File: config.mk
export PLATFORM = sky130hd
export DESIGN_NAME = lsu_load_queue
export DESIGN_NICKNAME = d
export VERILOG_FILES = /design/src/rtl/lsu_load_queue.sv
export SDC_FILE = /design/constraint.sdc
export NUM_CORES = 1
export LEC_CHECK = 0
export ABC_AREA = 1
export CAP_MARGIN = 15
export CORE_MARGIN = 1
export CORE_UTILIZATION = 30
export CTS_CLUSTER_SIZE = 12
export DETAILED_ROUTE_END_ITERATION = 10
export GPL_TIMING_DRIVEN = 0
export MAX_ROUTING_LAYER = met4
export SLEW_MARGIN = 30
export SYNTH_ARGS = -nofsm -noshare
export SYNTH_HDL_FRONTEND = slang
export SYNTH_SLANG_ARGS = --single-unit
File: constraint.sdc
create_clock -name clk_i -period 4.45 [get_ports clk_i]
set_clock_uncertainty 0.1 [all_clocks]
set_input_delay 1.1125 -clock clk_i [delete_from_list [all_inputs] [get_ports clk_i]]
set_output_delay 1.1125 -clock clk_i [all_outputs]
set_load 0.02 [all_outputs]
File: src/rtl/lsu_load_queue.sv
// Non-blocking load queue: store-buffer forwarding, in-order dcache request/response
// matching, load data extraction and program-order writeback to the ROB.
package global_config_pkg;
  typedef struct packed {
    int unsigned XLEN;
    int unsigned PLEN;
  } cfg_t;

  localparam cfg_t DefaultCfg = '{XLEN: 32'd32, PLEN: 32'd32};

  typedef enum logic [2:0] {
    LSU_LB  = 3'd0,
    LSU_LH  = 3'd1,
    LSU_LW  = 3'd2,
    LSU_LD  = 3'd3,
    LSU_LBU = 3'd4,
    LSU_LHU = 3'd5,
    LSU_LWU = 3'd6
  } lsu_op_e;
endpackage

module lsu_load_queue
  import global_config_pkg::*;
#(
  parameter cfg_t        Cfg           = DefaultCfg,
  parameter int unsigned ROB_IDX_WIDTH = 6,
  parameter int unsigned LQ_DEPTH      = 4
) (
  input  logic                     clk_i,
  input  logic                     rst_ni,
  input  logic                     flush_i,
  input  logic                     req_valid_i,
  output logic                     req_ready_o,
  input  logic [Cfg.PLEN-1:0]      req_addr_i,
  input  lsu_op_e                  req_op_i,
  input  logic [ROB_IDX_WIDTH-1:0] req_rob_idx_i,
  output logic [Cfg.PLEN-1:0]      sb_load_addr_o,
  input  logic                     sb_load_hit_i,
  input  logic [Cfg.XLEN-1:0]      sb_load_data_i,
  output logic                     ld_req_valid_o,
  input  logic                     ld_req_ready_i,
  output logic [Cfg.PLEN-1:0]      ld_req_addr_o,
  output lsu_op_e                  ld_req_op_o,
  input  logic                     ld_rsp_valid_i,
  output logic                     ld_rsp_ready_o,
  input  logic [Cfg.XLEN-1:0]      ld_rsp_data_i,
  input  logic                     ld_rsp_err_i,
  output logic                     wb_valid_o,
  input  logic                     wb_ready_i,
  output logic [ROB_IDX_WIDTH-1:0] wb_rob_idx_o,
  output logic [Cfg.XLEN-1:0]      wb_data_o,
  output logic                     wb_exception_o,
  output logic [4:0]               wb_ecause_o
);
  localparam int unsigned XLEN = Cfg.XLEN;
  localparam int unsigned PLEN = Cfg.PLEN;
  localparam int unsigned IW   = $clog2(LQ_DEPTH);
  localparam int unsigned PW   = IW + 1;
  localparam int unsigned DW   = IW + 2;
  localparam int unsigned OFFW = $clog2(XLEN / 8);

  typedef enum logic [1:0] {FREE, WAIT_ISSUE, WAIT_RSP, DONE} lq_state_e;

  typedef struct packed {
    logic [PLEN-1:0]          addr;
    lsu_op_e                  op;
    logic [ROB_IDX_WIDTH-1:0] rob;
    logic [XLEN-1:0]          data;
    logic                     exc;
    logic [4:0]               cause;
  } entry_t;

  function automatic logic [XLEN-1:0] extract(input logic [XLEN-1:0] word,
                                              input logic [OFFW-1:0] off,
                                              input lsu_op_e         op);
    logic [63:0] s;
    logic [63:0] r;
    s = '0;
    s[XLEN-1:0] = word >> {off, 3'b000};
    case (op)
      LSU_LB:  r = {{56{s[7]}}, s[7:0]};
      LSU_LH:  r = {{48{s[15]}}, s[15:0]};
      LSU_LW:  r = {{32{s[31]}}, s[31:0]};
      LSU_LBU: r = {56'd0, s[7:0]};
      LSU_LHU: r = {48'd0, s[15:0]};
      LSU_LWU: r = {32'd0, s[31:0]};
      default: r = s;
    endcase
    return r[XLEN-1:0];
  endfunction

  function automatic logic misaligned(input logic [2:0] a, input lsu_op_e op);
    case (op)
      LSU_LH, LSU_LHU: return a[0];
      LSU_LW, LSU_LWU: return |a[1:0];
      LSU_LD:          return |a[2:0];
      default:         return 1'b0;
    endcase
  endfunction

  lq_state_e       state_q [LQ_DEPTH];
  entry_t          ent_q   [LQ_DEPTH];
  logic [PW-1:0]   alloc_q, head_q, count;
  logic [DW-1:0]   drain_q, drain_sum;
  logic [IW-1:0]   alloc_idx, head_idx, iss_idx, rsp_idx, scan_idx;
  logic [IW:0]     n_wait_rsp;
  logic            iss_found, rsp_found, full, alloc_en, issue_hs, wb_hs;
  entry_t          new_ent;
  lq_state_e       new_state;

  assign alloc_idx = alloc_q[IW-1:0];
  assign head_idx  = head_q[IW-1:0];
  assign count     = alloc_q - head_q;
  assign full      = (alloc_q[IW-1:0] == head_q[IW-1:0]) && (alloc_q[IW] != head_q[IW]);

  // Issue and response positions are the oldest WAIT_ISSUE / WAIT_RSP entries found by
  // scanning forward from head; DONE entries (forwarded, misaligned) are skipped in one go.
  always_comb begin
    iss_found  = 1'b0;
    iss_idx    = '0;
    rsp_found  = 1'b0;
    rsp_idx    = '0;
    n_wait_rsp = '0;
    scan_idx   = '0;
    for (int unsigned k = 0; k < LQ_DEPTH; k++) begin
      scan_idx = head_idx + IW'(k);
      if (PW'(k) < count) begin
        if (!iss_found && state_q[scan_idx] == WAIT_ISSUE) begin
          iss_found = 1'b1;
          iss_idx   = scan_idx;
        end
        if (!rsp_found && state_q[scan_idx] == WAIT_RSP) begin
          rsp_found = 1'b1;
          rsp_idx   = scan_idx;
        end
      end
      if (state_q[IW'(k)] == WAIT_RSP) n_wait_rsp = n_wait_rsp + (IW+1)'(1);
    end
  end

  always_comb begin
    new_ent       = '0;
    new_ent.addr  = req_addr_i;
    new_ent.op    = req_op_i;
    new_ent.rob   = req_rob_idx_i;
    new_state     = WAIT_ISSUE;
    if (misaligned(req_addr_i[2:0], req_op_i)) begin
      new_state     = DONE;
      new_ent.exc   = 1'b1;
      new_ent.cause = 5'd4;
    end else if (sb_load_hit_i) begin
      new_state     = DONE;
      new_ent.data  = extract(sb_load_data_i, req_addr_i[OFFW-1:0], req_op_i);
    end
  end

  assign req_ready_o    = !full;
  assign sb_load_addr_o = req_addr_i;
  assign ld_rsp_ready_o = 1'b1;
  assign alloc_en       = req_valid_i && req_ready_o;

  // Requests are held off while drained responses are still owed, so none can be mis-attributed.
  assign ld_req_valid_o = iss_found && (drain_q == '0);
  assign ld_req_addr_o  = ld_req_valid_o ? ent_q[iss_idx].addr : '0;
  assign ld_req_op_o    = ld_req_valid_o ? ent_q[iss_idx].op : LSU_LB;
  assign issue_hs       = ld_req_valid_o && ld_req_ready_i;

  assign wb_valid_o     = (state_q[head_idx] == DONE);
  assign wb_rob_idx_o   = wb_valid_o ? ent_q[head_idx].rob : '0;
  assign wb_data_o      = wb_valid_o ? ent_q[head_idx].data : '0;
  assign wb_exception_o = wb_valid_o && ent_q[head_idx].exc;
  assign wb_ecause_o    = wb_valid_o ? ent_q[head_idx].cause : '0;
  assign wb_hs          = wb_valid_o && wb_ready_i;

  assign drain_sum = drain_q + DW'(n_wait_rsp) + DW'(issue_hs);

  always_ff @(posedge clk_i or negedge rst_ni) begin
    if (!rst_ni) begin
      state_q <= '{default: FREE};
      ent_q   <= '{default: '0};
      alloc_q <= '0;
      head_q  <= '0;
      drain_q <= '0;
    end else if (flush_i) begin
      state_q <= '{default: FREE};
      alloc_q <= '0;
      head_q  <= '0;
      // A response arriving in the flush cycle settles one of the requests being counted.
      drain_q <= (ld_rsp_valid_i && drain_sum != '0) ? drain_sum - DW'(1) : drain_sum;
    end else begin
      if (alloc_en) begin
        ent_q[alloc_idx]   <= new_ent;
        state_q[alloc_idx] <= new_state;
        alloc_q            <= alloc_q + PW'(1);
      end
      if (issue_hs) state_q[iss_idx] <= WAIT_RSP;
      if (ld_rsp_valid_i) begin
        if (drain_q != '0) begin
          drain_q <= drain_q - DW'(1);
        end else if (rsp_found) begin
          state_q[rsp_idx]     <= DONE;
          ent_q[rsp_idx].exc   <= ld_rsp_err_i;
          ent_q[rsp_idx].cause <= ld_rsp_err_i ? 5'd5 : 5'd0;
          ent_q[rsp_idx].data  <= ld_rsp_err_i ? '0 :
            extract(ld_rsp_data_i, ent_q[rsp_idx].addr[OFFW-1:0], ent_q[rsp_idx].op);
        end
      end
      if (wb_hs) begin
        state_q[head_idx] <= FREE;
        head_q            <= head_q + PW'(1);
      end
    end
  end
endmodule

==> summary.txt <==
Outcome
  • Outcome: complete, but fails checks
  • Failing checks: negative setup slack

Clock tree
  • CTS tree: built
  • Clk sinks: 334
  • Max Root-Sink Buffers: 3
  • Insertion delay to the later sink of the worst-skew pair: 0.62 ns
  • CTS buffer count: 43
  • Clock root buffer: clkbuf_16
  • CTS clk-pin slew, worst paths: 0.06 ns
  • H-tree levels: 2

Die
  • Full die area: 72,990 um2
  • Core area: 70,640 um2
  • Die Y-Extent: 270.2 um
  • Initial Util: 0.3054
  • IO Count: 229
  • Num rows: 97
  • Die X: 270.2 um

Synth
  • Yosys reg bits: 334
  • Post-Syn Nets: 3,297
  • Syn Std Cell Area: 21,570 um2
  • YS warnings: 0
  • Synth cell types: 52
  • Synth Instances: 3,162
  • Syn Area/Cell: 6.823 um2
  • Post-synthesis sequential area ratio: 0.3874

Critical path
  • CP endpoint kind: primary output
  • Reg2Reg Launch Point: head_q[0]$_DFFE_PN0P_
  • R2r setup slk: -0.20 ns
  • Slowest stage cell, crit path: fa_2
  • Crit Path Class: flop to primary output
  • Top delay family on crit path: buffers and inverters
  • Worst Reg-to-Reg Cells: 30
  • WP buf/inv: 8
  • FF-to-FF End: ent_q[24]$_DFFE_PN0N_
  • Crit path top cell by count: buf_6
  • CP max stage delay: 0.60 ns
  • Worst path cell trace: buf_6 > ha_4 > fa_2 > nor2_2 > inv_1 > nand2_2 > nand3_2 > inv_2 > nand3_2 > mux2i_1 > o21ai_2 > buf_8 > buf_12 > nor2_4 > buf_6 > buf_8 > a22oi_2 > a31oi_4 > buf_6
  • Worst path required time: 3.24 ns
  • Crit Path Max Fanout: 5
  • Crit path arrival time: 3.85 ns
  • Startpoint Class: flop
  • Worst path depth: 19

Cells and area
  • FILL cells: 7,157
  • Final Non-Filler Cells: 4,549
  • Commonest cells after routing, fill and taps aside: nand2_1, o21ai_0, dfrtp_1, nor2_1, inv_1
  • # nets final: 3,710
  • Share of cells above drive strength 1: 0.2058
  • Area Growth Syn to Fin: 41.65%
  • Most common cell after layout, fill and taps aside: nand2_1

Timing
  • Setup TNS: -28.01 ns
  • Least-Margin Pin Slew: 1.303 ns
  • Setup violations, final: 124
  • RSZ-0062 raised after global routing: yes
  • Slew margin rel.: 0.1315
  • Final period util: 1.137
  • Slew Viols, Final: 0
  • Fmax: 0.1976 GHz
  • Final hold vios: 0
  • Post-route minimum period: 5.061 ns
  • PnR worst setup slack: -0.6107 ns

GRT
  • Vias in the first global route: 22,870
  • First-pass GRT wire length: 150.9 mm
  • Grt ovf: 0
  • Pin count of the biggest net entering global routing: 73
  • Initial antenna violation count: 4
  • All-Layer GR Usage: 0.2807

Detailed routing
  • WL/cell: 23.19 um
  • Vias: 25,360
  • Post-route DRC violation count: 0
  • DRT iter0 DRCs: 3,308
  • Final antenna-violating net count: 0
  • Routed wire length: 105.5 mm
  • Vias/cell: 5.574
  • Initial DRT Pass Iterations: 7

Placement
  • HPWL after detailed placement: 73.01 mm
  • Buffers on Ports: 224
  • Pre-CTS setup slack: -1.588 ns
  • Placer Congestion: 1.029
  • Placed insts: 4,330

Pwr
  • VDD IR max: 278.2 uV
  • Pwr per Cell Area: 427.7 nW/um2
  • Total power: 0.01307 W
  • Leakage power: 13.50 nW

Hold path
  • Hold Crit Class: input port to async pin

Flow run
  • Max-cap violations: 0
## per-layer routing
layer  wire length [um]  vias up  track usage
met4               5223        0       0.1253
li1                   -    11340            -
met5                  0        -            -
met2              45760     1621       0.4011
met1              42040    12090       0.3718
met3              12440      306      0.07015
## cell usage after synthesis (all sizes together)
library cell	instances	area [um2]
nand2	828	3166
o21ai	604	3034
dfrtp	334	8358
nor2	325	1289
inv	204	768.2
a21oi	198	1002
clkbuf	187	701.9
nand3	169	933.4
buf	68	450.4
a31oi	52	325.3
o211ai	42	315.3
a22oi	34	255.2
o22ai	20	125.1
ha	18	225.2
mux2i	13	130.1
or2	13	81.33
clkinv	7	26.28
nand4	7	58.81
o21bai	7	52.55
xor2	6	52.55
nor3	5	25.02
o21a	4	30.03
fa	3	60.06
o2111ai	2	17.52
o31ai	2	15.01
a211oi	1	7.510
a21boi	1	7.510
a221oi	1	8.760
and2	1	6.260
and3	1	6.260
conb	1	3.750
mux2	1	11.26
nand3b	1	7.510
o221ai	1	8.760
o311ai	1	8.760
## layout make-up
cell class,instances,area [um2],share of cell area
diodes,4,10.01,0.0003275
plain buffers,253,1612,0.05273
clock buffers,64,1245,0.04074
clock inverters,11,167.7,0.005486
inverters,211,849.6,0.02780
multi-input cells,2364,13260,0.4339
flip-flops and latches,334,8359,0.2735
well taps,940,1176,0.03849
repair buffers,368,3881,0.1270
## worst max-delay path by stage
stage	from	end	slack, ns
after floorplan	head_q[0]$_DFFE_PN0P_	ld_req_addr_o[12]	-0.03
final	head_q[0]$_DFFE_PN0P_	ld_req_addr_o[9]	-0.61
after global routing	head_q[0]$_DFFE_PN0P_	ld_req_addr_o[9]	-0.73
after global placement	rst_ni	head_q[0]$_DFFE_PN0P_	-15.07
after CTS	head_q[0]$_DFFE_PN0P_	ld_req_addr_o[14]	-0.55
after detailed placement	head_q[0]$_DFFE_PN0P_	ld_req_addr_o[14]	-1.59
## metrics by stage
step	hold WS, ns	instance area, um2	util
2_1_floorplan	0.3478	22240	-
3_3_place_gp	0.3619	25660	0.3633
3_5_place_dp	0.3683	25770	0.3649
4_1_cts	0.3633	28500	0.4035
5_1_grt	0.3747	30560	0.4326
6_report	0.3342	30560	0.4327
## cell families after synthesis
logic type	count (synthesis)	synth area share
compound gates	970	0.2417
flops	334	0.3874
fa+ha+maj	21	0.01322
mux	14	0.006553
xor+xnor	6	0.002436
simple gates	1350	0.2583
other cells	1	0.0001738
buf+inv	466	0.09024
## worst reg2reg max path: cells and delay by family (launching register included)
kind / cells / cell delay [ns]
DFF: 1 / 0.44
adders and majority gates: 2 / 0.75
and+or+nand+nor: 15 / 1.40
buffers and inverters: 11 / 1.49
AOI/OAI and AO/OA: 2 / 0.32
## report_power, final
part	total (W)	switching (W)	leakage (nW)	internal, W
clock	0.00361	0.00154	0.692	0.00207
combinational	0.00500	0.00305	8.67	0.00195
sequential	0.00447	0.000608	4.14	0.00386
## repair_timing
action | CTS | global route
resized for setup | 433 | 415
setup endpoints to repair | 356 | 315
pin swaps | 52 | 104
gates cloned | 6 | 7
hold buffers | 0 | 0
buffers inserted | 55 | 74
Power figures use the tool's default switching activity.
